==> src/rtl/id_ex_stage.sv <==
// ID/EX pipeline register with valid tracking, downstream hold, flush-to-bubble,
// load-use hazard detection with automatic bubble insertion and a saturating bubble counter.
module id_ex_stage #(
  parameter int DATA_W  = 8,
  parameter int REG_W   = 3,
  parameter int JMP_W   = 16,
  parameter int OPC_W   = 4,
  parameter int ALUOP_W = 4,
  parameter int IMM_W   = 3,
  parameter int CNT_W   = 16
) (
  input  logic               clk,
  input  logic               rst,
  input  logic               valid_i,
  input  logic               stall_i,
  input  logic               flush_i,
  input  logic [ALUOP_W-1:0] alu_op_i,
  input  logic               write_mem_i,
  input  logic               write_reg_i,
  input  logic               read_mem_i,
  input  logic [DATA_W-1:0]  data1_i,
  input  logic [DATA_W-1:0]  data2_i,
  input  logic [DATA_W-1:0]  dataD_i,
  input  logic [REG_W-1:0]   reg1_i,
  input  logic [REG_W-1:0]   reg2_i,
  input  logic [REG_W-1:0]   rd_i,
  input  logic [JMP_W-1:0]   jmpLoc_i,
  input  logic [OPC_W-1:0]   opcode_i,
  input  logic [IMM_W-1:0]   imm_i,
  output logic               stall_o,
  output logic               valid_o,
  output logic [ALUOP_W-1:0] alu_op_o,
  output logic               write_mem_o,
  output logic               write_reg_o,
  output logic               read_mem_o,
  output logic [DATA_W-1:0]  data1_o,
  output logic [DATA_W-1:0]  data2_o,
  output logic [DATA_W-1:0]  dataD_o,
  output logic [REG_W-1:0]   reg1_o,
  output logic [REG_W-1:0]   reg2_o,
  output logic [REG_W-1:0]   rd_o,
  output logic [JMP_W-1:0]   jmpLoc_o,
  output logic [OPC_W-1:0]   opcode_o,
  output logic [IMM_W-1:0]   imm_o,
  output logic [CNT_W-1:0]   bubble_cnt_o
);

  function automatic logic [CNT_W-1:0] sat_inc(input logic [CNT_W-1:0] v);
    return (&v) ? v : v + 1'b1;
  endfunction

  logic hazard;
  logic advance;
  logic load_fields;
  logic take_ctrl;

  always_comb begin
    hazard      = valid_o & read_mem_o & write_reg_o & valid_i &
                  ((rd_o == reg1_i) | (rd_o == reg2_i));
    advance     = flush_i | ~stall_i;
    load_fields = flush_i | (~stall_i & ~hazard);
    // Control only survives a normal load of a real instruction; flush and bubble zero it.
    take_ctrl   = ~flush_i & ~hazard & valid_i;
  end

  assign stall_o = ~flush_i & (stall_i | hazard);

  // ID -> EX register boundary
  always_ff @(posedge clk or posedge rst) begin
    if (rst) begin
      valid_o      <= 1'b0;
      write_mem_o  <= 1'b0;
      write_reg_o  <= 1'b0;
      read_mem_o   <= 1'b0;
      alu_op_o     <= '0;
      data1_o      <= '0;
      data2_o      <= '0;
      dataD_o      <= '0;
      reg1_o       <= '0;
      reg2_o       <= '0;
      rd_o         <= '0;
      jmpLoc_o     <= '0;
      opcode_o     <= '0;
      imm_o        <= '0;
      bubble_cnt_o <= '0;
    end else begin
      if (advance) begin
        valid_o     <= take_ctrl;
        write_mem_o <= take_ctrl & write_mem_i;
        write_reg_o <= take_ctrl & write_reg_i;
        read_mem_o  <= take_ctrl & read_mem_i;
      end
      if (load_fields) begin
        alu_op_o <= alu_op_i;
        data1_o  <= data1_i;
        data2_o  <= data2_i;
        dataD_o  <= dataD_i;
        reg1_o   <= reg1_i;
        reg2_o   <= reg2_i;
        rd_o     <= rd_i;
        jmpLoc_o <= jmpLoc_i;
        opcode_o <= opcode_i;
        imm_o    <= imm_i;
      end
      if (~flush_i & ~stall_i & hazard)
        bubble_cnt_o <= sat_inc(bubble_cnt_o);
    end
  end

endmodule
==> config.mk <==
export PLATFORM = sky130hd
export DESIGN_NAME = id_ex_stage
export DESIGN_NICKNAME = d
export VERILOG_FILES = /design/src/rtl/id_ex_stage.sv
export SDC_FILE = /design/constraint.sdc
export NUM_CORES = 1
export LEC_CHECK = 0
export BUFFER_PORTS_ARGS = -buffer_cell sky130_fd_sc_hd__buf_4
export CAP_MARGIN = 10
export CORE_UTILIZATION = 40
export DETAILED_ROUTE_END_ITERATION = 10
export GPL_TIMING_DRIVEN = 1
export PLACE_DENSITY_LB_ADDON = 0.2
export SLEW_MARGIN = 20
export SYNTH_ARGS = -nofsm -noshare
export SYNTH_HDL_FRONTEND = slang
export SYNTH_SLANG_ARGS = --single-unit
==> constraint.sdc <==
create_clock -name clk -period 3.7 [get_ports clk]
set_input_delay 0.925 -clock clk [delete_from_list [all_inputs] [get_ports clk]]
set_output_delay 0.925 -clock clk [all_outputs]
set_load 0.1 [all_outputs]
# Word-level counts from Yosys, hierarchy flattened
# Index checks and enable logic that the tools add are counted.
[word_totals]
regBits = 80
latch_bits = 0
ram_bits = 0
mem_bits_ro = 0
in_bits = 68
out_inout_bits = 81
wordCells = 41
mem_count = 0
[classes]
n_addsub = 1
multipliers = 0
n_div = 0
n_lt_le_gt_ge = 0
eq_ne = 2
n_shift = 0
n_mux = 0
n_bitwise = 21
reduce_logical = 2
[op_table]
columns = ["cell", "count"]
rows = [
  ["16-bit by 1-bit adder with 16-bit output (second input constant)", 1],
  ["16-bit AND reduction", 1],
  ["1-bit AND", 13],
  ["3-bit equality test", 2],
  ["1-bit NOT", 4],
  ["1-bit OR", 4],
  ["2-bit AND reduction", 1],
]

# Longest topological paths before layout
[depth]
ltp_word = 8
mapped_depth = 7
mapped_depth_nobuf = 6

# Least setup slack after synthesis
# Ideal clock, no wire load.
[synth_timing]
path_type = "reg-to-output"
from = "register valid_o"
to = "output port stall_o"
arrival_time_ns = 2.183
t_required_ns = 2.775
slack_ns = 0.592
stages_incl_launch_ff = 6
n_path_buf = 1
path_cell_list = "dfrtp_1 > nand4_1 > nor4_1 > nor2_1 > a21oi_2 > buf_4"
[synth_via]
elab_chain_len = 6
[synth_rtl]
columns = ["item", "line_no", "text"]
rows = [
  ["start, declared", "31", "output logic valid_o,"],
  ["start signal, assigned", "88", "valid_o <= take_ctrl;"],
  ["1-bit AND (4 in a row)", "58", "hazard = valid_o & read_mem_o & write_reg_o & valid_i &"],
  ["1-bit OR", "66", "assign stall_o = ~flush_i & (stall_i | hazard);"],
  ["1-bit AND", "66", ""],
  ["end, declared", "30", "output logic stall_o,"],
]
# No other way between the ends.

# Worst setup path in the final report
[layout_timing]
from = "input port reg1_i[0]"
to = "output port stall_o"
[layout_via]
elab_chain_len = 5
[layout_rtl]
columns = ["item", "line_no", "text"]
rows = [
  ["start, declared", "24", "input logic [REG_W-1:0] reg1_i,"],
  ["3-bit equality test", "59", "((rd_o == reg1_i) | (rd_o == reg2_i));"],
  ["1-bit OR", "59", ""],
  ["1-bit AND", "58", ""],
  ["1-bit OR", "66", ""],
  ["1-bit AND", "66", ""],
]
# No other way between the ends.

==> out/metrics.yaml <==
synth_nets: 302
end_kind: "output port"
leakagePower_nw: 2.28
startpoint: "reg1_i[0]"
hold_buffers: 0
holdPathStages: 1
crit_top_cell: "buf_4"
antenna_left: 0
crit_arrival_ps: 2070
min_period_over_period: 0.809
wirelength_met1_um: 2790
drc: 0
cts_tree: "yes"
track_usage: 0.179
setup_tns_ps: 0
path_cells: "buf_4 > xor2_1 > nor4_1 > nor2_1 > a21oi_4 > buf_4"
drt-pass1-iter-count: 4
required_ps: 2770
hp-class: "reg -> reg"
clock_path_buffers: 2
io_buffer_count: 148
fin_skew_ps: 15.6
grt_antenna_before_repair: 0
hpwlAfterDp_um: 5410
netlist_instances: 233
diodes: 0
period_needed_ps: 2990
gp_congestion: 0.755
slew_violations: 0
htree_levels: 3
drive_above_1_share: 0.602
cts_inserted_buffers: 9
max_freq_mhz: 334
pwr_density_cell_mw_per_mm2: 492
syn_avg_cell_area_um2: 14.2
hold_viol: 0
nNetsFinal: 456
cp-endpoint: "stall_o"
post-route-util: 0.601
synthDistinctLibCells: 28
design.die.area_mm2: 0.00863
setup-violations-final: 0
num_vias: 2435
post_drt_wl_per_cell_um: 14.9
cts.sinks: 80
path_buf_inv: 2
postCtsSetupBuffers: 0
rows: 32
slew_headroom: 0.498
critical-path-max-stage-delay_ps: 300
rsz0062_at_grt: "no"
r2r-end: "reg1_o[0]$_DFFE_PP0P_"
reg2reg_depth: 6
worst_setup_path_start_kind: "input pin"
totalWireLength_um: 7370
start_util: 0.421
drtIter0Drc: 42
top_layer: "met4"
crit_family: "buffers and inverters"
async_flop_share: 1.00
insertion_delay_ps: 350
io_pins: 149
avgViaCountPerCell: 4.93
netlist_area_mm2: 0.00330
grt_max_degree: 61
yosys_warnings: 0
maxCapViolCount: 0
clk_pin_slew_worst_paths_ps: 90
cpMaxStageDelayCell: "buf_4"
clockRootBuffer: "clkbuf_8"
grt_pass1_vias: 2513
wl_met3_um: 562
dr_wl_met2_um: 3870
worstPathMaxFanout: 2
die_h_um: 92.9
synth_edf_count: 0
tightest_slew_ps: 753
peakVddDrop_mv: 0.257
die_x_um: 92.9
grt_pass1_wl_um: 11800
ys_seq_elements: 80
core_area_mm2: 0.00785
seq_area_frac_synth: 0.606
synthFlopType: "dfrtp_1"
rr_startpoint: "rd_o[0]$_DFFE_PP0P_"
cts_resized: 0
regToRegSetupSlack_ps: 1360
status: "finished clean"
gr-total-overflow: 0
cp.depth: 6
path_class: "in -> out"
area_growth_syn_to_layout_pct: 42.7
==> cell families (layout without fill, tap and decap cells) <==
family,count (synthesis),after routing,synth area share
buffers and inverters,13,172,0.0273
adder cells (fa/ha/maj),1,1,0.00379
multiplexers,63,63,0.215
XOR/XNOR,19,19,0.0504
flip-flops,80,80,0.606
AO/OA/AOI/OAI,6,6,0.0151
AND/OR/NAND/NOR,51,51,0.0829
==> synth_stat cells (all sizes together), types with 2 or more instances <==
library cell	count	area [um2]
or4	2	18.8
clkbuf	2	17.5
xor2	16	140
dfrtp	80	2000
nand2	7	26.3
xnor2	3	26.3
nor3	6	30.0
mux2	63	709
nor2	6	22.5
buf	8	61.3
and3	4	25.0
inv	3	11.3
a32oi	3	26.3
nand3	11	55.1
nor4	10	62.6
==> sequential cells by signal (all words and copies together) (netlist names), 3 cells and up <==
register,cells
bubble_cnt_o,16
jmpLoc_o,16
data1_o,8
data2_o,8
dataD_o,8
alu_op_o,4
opcode_o,4
imm_o,3
rd_o,3
reg1_o,3
reg2_o,3
==> per-layer routing <==
layer	GRT usage	vias up
li1	-	1148
met1	0.203	1177
met2	0.303	97
met3	0.0665	13
met4	0.0782	0
met5	0	-
==> metrics by stage <==
step	hold WS (ps)	instance area (um2)	std cells	setup WS (ps)	total power [W]
final	495	4710	494	708	0.00232
after global placement	480	4510	478	707	0.00168
after floorplan	1050	3300	233	592	0.00150
after CTS	500	4710	494	685	0.00235
after detailed placement	489	4510	478	691	0.00169
after global routing	524	4710	494	538	0.00241
==> cell type report <==
| class | instances | area, um2 |
|---|---|---|
| well taps | 102 | 128 |
| clock inverters | 7 | 80.1 |
| clock buffers | 9 | 124 |
| repair buffers | 153 | 1150 |
| flip-flops and latches | 80 | 2000 |
| multi-input cells | 140 | 1220 |
| inverters | 3 | 12.5 |
| fillers | 676 | 3130 |
==> cell usage in the layout (no fill, tap or decap), types with 2 or more instances in the layout <==
master,Yosys,final
a32oi_1,3,3
mux2_2,63,63
nor4_1,10,10
nand3_1,11,11
and3_1,4,4
clkbuf_8,1,9
dfrtp_1,80,80
inv_1,3,2
nor3_1,6,6
xnor2_1,3,3
clkinv_4,0,2
xor2_1,16,16
nand2_1,7,7
clkinv_2,0,2
nor2_1,6,6
buf_4,6,153
==> report_power, final <==
part           switching (W)  internal [W]
clock               0.000337      0.000320
sequential         0.0000315      0.000931
combinational       0.000525      0.000176
==> worst min-delay path by stage <==
stage                                      start                           end  slack (ps)
global route             jmpLoc_o[3]$_DFFE_PP0P_       jmpLoc_o[3]$_DFFE_PP0P_         520
global placement     bubble_cnt_o[6]$_DFFE_PP0P_   bubble_cnt_o[6]$_DFFE_PP0P_         480
finish               bubble_cnt_o[6]$_DFFE_PP0P_   bubble_cnt_o[6]$_DFFE_PP0P_         490
floorplan           bubble_cnt_o[10]$_DFFE_PP0P_  bubble_cnt_o[10]$_DFFE_PP0P_        1050
detailed placement  bubble_cnt_o[11]$_DFFE_PP0P_  bubble_cnt_o[11]$_DFFE_PP0P_         490
CTS                 bubble_cnt_o[11]$_DFFE_PP0P_  bubble_cnt_o[11]$_DFFE_PP0P_         500
==> worst register-to-register path, cell delays in order, from the launching register on <==
cell and delay (ps):
dfrtp_1 440, xor2_1 190, nor4_1 260, nor2_1 130, a21oi_4 160, buf_4 610, mux2_2 440
(Power assumes the default switching activity.)
